`src/rtl/dsp_pkg.sv`:
```
// dsp_pkg: shared state codes, config bit indices and stage ordering for the DSP sequencer
package dsp_pkg;
   localparam int TIMEOUT_DEFAULT = 4096;
   localparam int FIR_BIT  = 0;
   localparam int FFT_BIT  = 1;
   localparam int IFFT_BIT = 2;
   localparam int DMA_BIT  = 3;
   localparam int CONT_BIT = 4;

   typedef enum logic [2:0] {
      IDLE     = 3'd0,
      FIR_RUN  = 3'd1,
      FFT_RUN  = 3'd2,
      IFFT_RUN = 3'd3,
      STORE    = 3'd4,
      DMA_RUN  = 3'd5,
      DONE     = 3'd6,
      ERROR    = 3'd7
   } state_t;

   // First enabled stage after cur; IDLE/DONE start from the top of the chain.
   // STORE is only reachable via FFT/IFFT, so it needs no separate enable test.
   function automatic state_t next_stage(state_t cur, logic [4:0] cfg);
      state_t after_store, after_fir;
      after_store = cfg[DMA_BIT] ? DMA_RUN : DONE;
      after_fir   = cfg[FFT_BIT] ? FFT_RUN : cfg[IFFT_BIT] ? IFFT_RUN : after_store;
      case (cur)
         IDLE, DONE: return cfg[FIR_BIT] ? FIR_RUN : after_fir;
         FIR_RUN:    return after_fir;
         FFT_RUN:    return cfg[IFFT_BIT] ? IFFT_RUN : STORE;
         IFFT_RUN:   return STORE;
         STORE:      return after_store;
         default:    return DONE;
      endcase
   endfunction
endpackage

```
`src/rtl/stage_timer.sv`:
```
// stage_timer: per-stage wait counter, cleared on state entry, flags the entry cycle and expiry
module stage_timer #(
   parameter int LIMIT = 4096
) (
   input  logic clk,
   input  logic reset,
   input  logic clear,
   input  logic enable,
   output logic expired,
   output logic first
);
   localparam int W = $clog2(LIMIT + 1);
   logic [W-1:0] cnt;

   // Count cycles spent in the current stage; stop at the limit so it never wraps
   always_ff @(posedge clk) begin
      if (!reset || clear) cnt <= '0;
      else if (enable && !expired) cnt <= cnt + W'(1);
   end

   assign expired = cnt == W'(LIMIT);
   assign first   = cnt == '0;
endmodule

```
`src/rtl/dsp_sequencer.sv`:
```
// dsp_sequencer: walks a block through the enabled FIR/FFT/IFFT/STORE/DMA stages with timeouts
module dsp_sequencer
   import dsp_pkg::*;
#(
   parameter int TIMEOUT_CYCLES = TIMEOUT_DEFAULT,
   parameter int CNT_W          = 16
) (
   input  logic             clk,
   input  logic             reset,
   input  logic             ready_for_processing,
   input  logic [4:0]       config_mode,
   input  logic             fir_done,
   input  logic             fft_done,
   input  logic             ifft_done,
   input  logic             dma_done,
   input  logic             buffer_ready,
   input  logic             clear_error,
   output logic             start_fir,
   output logic             start_fft,
   output logic             start_ifft,
   output logic             start_dma_out,
   output logic             store_out,
   output logic             busy,
   output logic [2:0]       stage,
   output logic             block_done,
   output logic             error,
   output logic [CNT_W-1:0] block_count
);
   state_t     state, nxt;
   logic [4:0] cfg_q;
   logic       done_sel, expired, first, latch, run;

   assign run = state inside {FIR_RUN, FFT_RUN, IFFT_RUN, STORE, DMA_RUN};

   stage_timer #(.LIMIT(TIMEOUT_CYCLES)) u_timer (
      .clk     (clk),
      .reset   (reset),
      .clear   (nxt != state),
      .enable  (run),
      .expired (expired),
      .first   (first)
   );

   // Pick the completion input that belongs to the current stage; all others are ignored
   always_comb begin
      done_sel = state == FIR_RUN  ? fir_done  :
                 state == FFT_RUN  ? fft_done  :
                 state == IFFT_RUN ? ifft_done :
                 state == STORE    ? buffer_ready :
                 state == DMA_RUN  ? dma_done  : 1'b0;
   end

   // Next state and config latch; a done in the same cycle as expiry still advances
   always_comb begin
      nxt   = state;
      latch = 1'b0;
      case (state)
         IDLE: begin
            latch = ready_for_processing;
            if (ready_for_processing) nxt = next_stage(IDLE, config_mode);
         end
         DONE: begin
            latch = cfg_q[CONT_BIT] && ready_for_processing;
            nxt   = latch ? next_stage(DONE, config_mode) : IDLE;
         end
         ERROR: nxt = clear_error ? IDLE : ERROR;
         default: nxt = (done_sel && !first) ? next_stage(state, cfg_q) : expired ? ERROR : state;
      endcase
   end

   // Decode outputs from the state; pulses only in the entry cycle of their stage
   always_comb begin
      start_fir     = state == FIR_RUN  && first;
      start_fft     = state == FFT_RUN  && first;
      start_ifft    = state == IFFT_RUN && first;
      store_out     = state == STORE    && first;
      start_dma_out = state == DMA_RUN  && first;
      busy          = state != IDLE && state != ERROR;
      block_done    = state == DONE;
      error         = state == ERROR;
      stage         = state;
   end

   // State, latched configuration and completed-block counter
   always_ff @(posedge clk) begin
      if (!reset) begin
         state       <= IDLE;
         cfg_q       <= '0;
         block_count <= '0;
      end else begin
         state <= nxt;
         if (latch) cfg_q <= config_mode;
         if (state == DONE) block_count <= block_count + CNT_W'(1);
      end
   end
endmodule

```
`config.mk`:
```
export PLATFORM = sky130hd
export DESIGN_NAME = dsp_sequencer
export DESIGN_NICKNAME = d
export VERILOG_FILES = /design/src/rtl/dsp_pkg.sv /design/src/rtl/stage_timer.sv /design/src/rtl/dsp_sequencer.sv
export SDC_FILE = /design/constraint.sdc
export NUM_CORES = 1
export LEC_CHECK = 0
export CAP_MARGIN = 25
export CORE_ASPECT_RATIO = 1.4
export CORE_MARGIN = 4
export CORE_UTILIZATION = 48
export CTS_CLUSTER_SIZE = 40
export DETAILED_ROUTE_END_ITERATION = 12
export GPL_ROUTABILITY_DRIVEN = 1
export GPL_TIMING_DRIVEN = 0
export PLACE_DENSITY = 0.75
export SETUP_SLACK_MARGIN = 0.1
export SYNTH_ARGS = -nofsm -noshare
export SYNTH_HDL_FRONTEND = slang
export SYNTH_SLANG_ARGS = --single-unit
```
`constraint.sdc`:
```
create_clock -name clk -period 2.3 [get_ports clk]
set_input_delay 0.69 -clock clk [delete_from_list [all_inputs] [get_ports clk]]
set_output_delay 0.69 -clock clk [all_outputs]
set_load 0.005 [all_outputs]
```
; ---- Yosys cells after proc, flatten, opt, wreduce, memory -nomap -nowiden
; Index checks and enable logic that the tools add are counted.
; W data, S select, Z words.
[op_classes]
eq_ne = 10
addsub = 2
reduce_logical = 18
n_mux = 22
[ops]
columns = op, n
row1 = $mux W3, 12
row2 = $add A16 B1 Y16 const B, 1
row3 = $pmux W3 S5, 1
row4 = $add A13 B1 Y13 const B, 1
row5 = $eq A13 B13 Y1 const B, 1
row6 = $logic_not A13 Y1, 1
row7 = $eq A3 B3 Y1 const B, 4
row8 = $logic_and A1 B1 Y1, 9
row9 = $pmux W3 S3, 1
row10 = $eq A3 B2 Y1 const B, 2
row11 = $mux W1, 5
row12 = $reduce_bool A5 Y1, 1
row13 = $mux W2, 2
row14 = $eq A3 B1 Y1 const B, 1
row15 = $logic_not A1 Y1, 3
row16 = $logic_not A3 Y1, 1
row17 = $ne A3 B3 Y1, 1
row18 = $ne A3 B3 Y1 const B, 1
row19 = $reduce_bool A3 Y1, 1
row20 = $pmux W1 S2, 1
row21 = $reduce_or A2 Y1, 1
row22 = $logic_or A1 B1 Y1, 1
[totals]
elab_cells = 56
input_bits = 14
register_bits = 37

; ---- Logic depth before layout (Yosys ltp)
[depth]
word_depth = 11
depth_mapped = 10
ltp_nobuf = 8

; ---- Hierarchy
; A second synthesis with hierarchy kept.
[hier_totals]
hier_cells = 263
area_unflattened_um2 = 2149.6
[by_module_without_submodules]
columns = mod, cells_per_inst, area_per_inst_um2, instances
row1 = dsp_sequencer, 182, 1470.2, 1
row2 = stage_timer, 81, 679.4, 1

; ---- Least setup slack after synthesis
; OpenSTA, ideal clock, no wires.
[synth_timing]
kind = input-to-reg
from = input port config_mode[1]
to = register u_timer.cnt[0]
t_arrival_ns = 2.122
t_required_ns = 2.180
stages = 7
setup_slack_ns = 0.059
setup_time_ns = 0.120
cell_sequence = or3b_1 -> o211ai_2 -> o211ai_1 -> a211o_1 -> a31oi_1 -> buf_4 -> nor4_2
[synth_via]
elab_chain_len = 6
word_cells_on_any_way = 7
[synth_lines]
columns = element, line
row1 = start: declaration, dsp_sequencer.sv:11  ; input logic [4:0] config_mode,
row2 = $mux W3 *, dsp_pkg.sv:26  ; after_fir = cfg[FFT_BIT] ? FFT_RUN : cfg[IFFT_BIT] ? IFFT_RUN : after_store;
row3 = $mux W3 *, dsp_pkg.sv:28  ; IDLE, DONE: return cfg[FIR_BIT] ? FIR_RUN : after_fir;
row4 = $mux W3 (on tied branches), "dsp_sequencer.sv:64, dsp_sequencer.sv:60"
row5 = $pmux W3 S3 *, dsp_sequencer.sv:57  ; case (state)
row6 = $ne A3 B3 Y1 *, dsp_sequencer.sv:38  ; .clear (nxt != state),
row7 = $logic_or A1 B1 Y1 *, stage_timer.sv:17  ; if (!reset || clear) cnt <= '0;
row8 = end signal: assignment, stage_timer.sv:18  ; else if (enable && !expired) cnt <= cnt + W'(1);
row9 = end: declaration, stage_timer.sv:13  ; logic [W-1:0] cnt;
; Mark *: on every way between the ends. The rest lies on a longest branch, timed or not.
; A chain may end at the register's enable or synchronous reset.

; ---- Worst setup path after layout
[layout_timing]
from = register u_timer.cnt[1]
to = output port start_fir
[layout_via]
elab_chain_len = 2
[layout_lines]
columns = element, line
row1 = $logic_not A13 Y1, stage_timer.sv:22  ; assign first = cnt == '0;
row2 = $logic_and A1 B1 Y1, dsp_sequencer.sv:73  ; start_fir = state == FIR_RUN && first;
row3 = end: declaration, dsp_sequencer.sv:18  ; output logic start_fir,
; Every way passes these cells.

==> out/metrics.csv <==
stage;metric;value;unit
sta;fin. max-slew vios;0;
critical_path;highest net fanout along the worst path;3;
clock_tree;Clock Sinks;37;
logic_synthesis;FFs w/ async S/R, synth;0;%
sta;Final WS setup;-0.199;ns
logic_synthesis;Unique masters post-synth;59;
global_route;antenna violations before repair;0;
global_route;busiest grt layer;met2;
clock_tree;clk root buf;clkbuf_8;
floorplan;die area;6100;um^2
floorplan;Rows;29;
critical_path;CP Capture Type;output port;
outcome;failing checks;setup timing;
placement;Post-DP Area;2840;um^2
critical_path;FF-to-FF Start;u_timer.cnt[1];
final_layout;Finished Cell Area;3310;um^2
critical_path;CP Data Arrival Time;1.81;ns
final_layout;# diodes;0;
logic_synthesis;register bit total from synthesis;37;
final_layout;share of layout cells above drive strength 1;29.0;%
sta;unrepaired setup endpoints after global routing;yes;
logic_synthesis;Post-Syn Area;2350;um^2
clock_tree;CTS Buffer Depth;2;
clock_tree;CTS tree;yes;
global_route;total track usage;21.6;%
sta;max_slew headroom;67.3;%
global_route;GRT Residual Overflow;0;
drt;Pre-antenna DRT Iters;6;
drt;Total Wirelength;6.32;mm
global_route;vias in the first global route;2238;
global_route;largest net degree at the start of global routing;14;
final_layout;area occupied by multi-input gates;1630;um^2
final_layout;filler cell count;398;
logic_synthesis;Gate Count Post-Synth;265;
flow_run;Max Cap Violations;0;
final_layout;Final nets;351;
clock_tree;clk slew on worst S/H paths;0.08;ns
logic_synthesis;EDFF count, synth;0;
sta;min Tclk post-route;2.50;ns
global_route;first-pass GRT wire length;10.3;mm
worst_hold_path;hold path start;cfg_q[4];
logic_synthesis;Top FF cell, synth;dfxtp_1;
outcome;outcome;finished, violations left;
sta;setup violators final;9;
floorplan;Initial Util;50.6;%
drt;1st-iter DRT viols;100;
clock_tree;Clock Latency Late Sink;0.30;ns
worst_hold_path;HP Class;reg2reg;
drt;Final ANT Viol Nets;0;
logic_synthesis;Synth Net Count;282;
drt;Via density;5.58;
floorplan;Core Footprint;4640;um^2
pwr;Leak;0.00122;uW
critical_path;worst endpoint required time;1.61;ns
floorplan;Die Wd;67.2;um
pwr;maximum vdd drop;391;uV
global_route;routing usage on met1;24.6;%
sta;Hold Fails Final Rpt;0;
placement;Port Buffers;40;
sta;fin crit share;109;%
logic_synthesis;Synth warnings;0;
logic_synthesis;top cells by area, synth;dfxtp_1, nor4_2, nor2_1;
floorplan;I/O Pins;41;
global_route;met2 global-route usage;38.0;%
drt;drt wl/cell;15.9;um
placement;Final Wtd Congestion;0.829;
sta;hold_ws;0.492;ns
clock_tree;number of buffers created by CTS;5;
logic_synthesis;area leader, netlist;dfxtp_1;
placement;HPWL after DPL;4.31;mm
critical_path;Startpoint Class;register;
sta;clock skew;0.00429;ns
logic_synthesis;syn_area_per_cell;8.88;um^2
pwr;pwr dens;464;nW/um^2
drt;DRC violations left;0;
logic_synthesis;top cells by count, synth;dfxtp_1, nor2_1, xnor2_1;
final_layout;Area Growth Syn to Fin;40.6;%
clock_tree;H-Tree Depth;2;
critical_path;CP Class;reg2out;
sta;Slew @ Worst Pin;0.485;ns
sta;fmax;400;MHz
critical_path;Setup crit start;u_timer.cnt[1];
floorplan;Die Height;90.8;um
global_route;routing usage on met3;3.86;%
drt;vias;2216;
logic_synthesis;top cell type's share of synthesized area;31.5;%
final_layout;Reg area;744;um^2
logic_synthesis;post-synthesis sequential area ratio;31.5;%
## power breakdown
group / switching (uW) / internal [uW]
sequential: 11.8 / 654
clock: 255 / 215
combinational: 207 / 193
total: 474 / 1060
## worst max-delay path: stages (launching register included)
cell and delay (ns):
dfxtp_2 0.33, inv_2 0.07, ha_4 0.13, nor4b_4 0.25
and4b_2 0.33, buf_6 0.12, nand2_4 0.05, nor3_2 0.10
buf_2 0.14
## stage by stage
| step | cells | utilization, % | TNS [ns] | worst slack, ns | total power (uW) |
|---|---|---|---|---|---|
| floorplan | 265 | - | 0 | 0.110 | 882 |
| global placement | 367 | 61.2 | -7.84 | -0.549 | 972 |
| CTS | 396 | 69.1 | -0.374 | -0.138 | 1510 |
| finish | 397 | 71.2 | -0.708 | -0.199 | 1540 |
| detailed placement | 367 | 61.2 | -7.97 | -0.546 | 974 |
| global route | 397 | 71.2 | -2.40 | -0.262 | 1600 |
## cells by family after synthesis
family,synth area share (%)
fa+ha+maj,1.60
simple gates,32.0
compound gates,14.8
xor+xnor,9.31
buf+inv,7.23
flops,31.5
mux,3.56
## cell usage in the layout, fill, tap and decap left out, types with 2 or more instances in the layout
cell	instances
or3_1	3
dfxtp_2	3
o211ai_1	4
a31oi_1	3
mux2i_1	7
buf_2	8
nor3_2	3
ha_1	2
nand2_1	10
nor2_1	37
nor4_4	7
and3_1	8
clkbuf_8	5
xnor2_1	13
clkdlybuf4s50_1	24
a21oi_1	7
dfxtp_1	34
nand4_1	6
xor2_1	12
inv_2	2
and3b_1	2
nor2b_1	2
clkbuf_1	2
a311o_1	2
buf_8	2
o21a_1	2
nand2b_1	3
nor4_2	8
buf_4	17
o21ai_0	5
dlygate4sd2_1	10
inv_1	8
buf_6	12
nor3_1	5
a21oi_2	3
and4_1	4
a31oi_2	2
a21boi_0	2
nand3_1	7
## layer usage
metal  up-vias  part of all wire (%)
li1       1094                     -
met1      1062                    40
met2        46                    55
met3        14                   2.8
met4         0                   2.3
met5         -                     0
## sequential cells by signal (all words and copies together), names as in the netlist
signal / cells
block_count: 16
u_timer.cnt: 13
cfg_q: 5
stage: 3
## timing repair
item | 4_1_cts | 5_1_grt
pin swaps | 22 | 14
hold buffers | 0 | 0
setup endpoints to repair | 21 | 19
resized for setup | 63 | 16
gates cloned | 3 | 0
setup buffers | 18 | 2
## area by class of cell
cell class	instances	area share (%)
Sequential cell	37	22.5
Multi-Input combinational cell	202	49.3
Clock inverter	3	0.643
Tap cell	62	2.35
Clock buffer	5	2.08
Inverter	10	1.14
Buffer	16	4.43
Timing Repair Buffer	62	17.6
## path summary, 6_finish.rpt
path | slack (ns) | cells after the start | end
min | 0.49 | 2 | cfg_q[4]
max reg2reg | -0.02 | 11 | u_timer.cnt[0]
max | -0.20 | 8 | start_fir
min reg2reg | 0.49 | 2 | cfg_q[4]
Note: power is estimated with default switching activity, not from simulation.
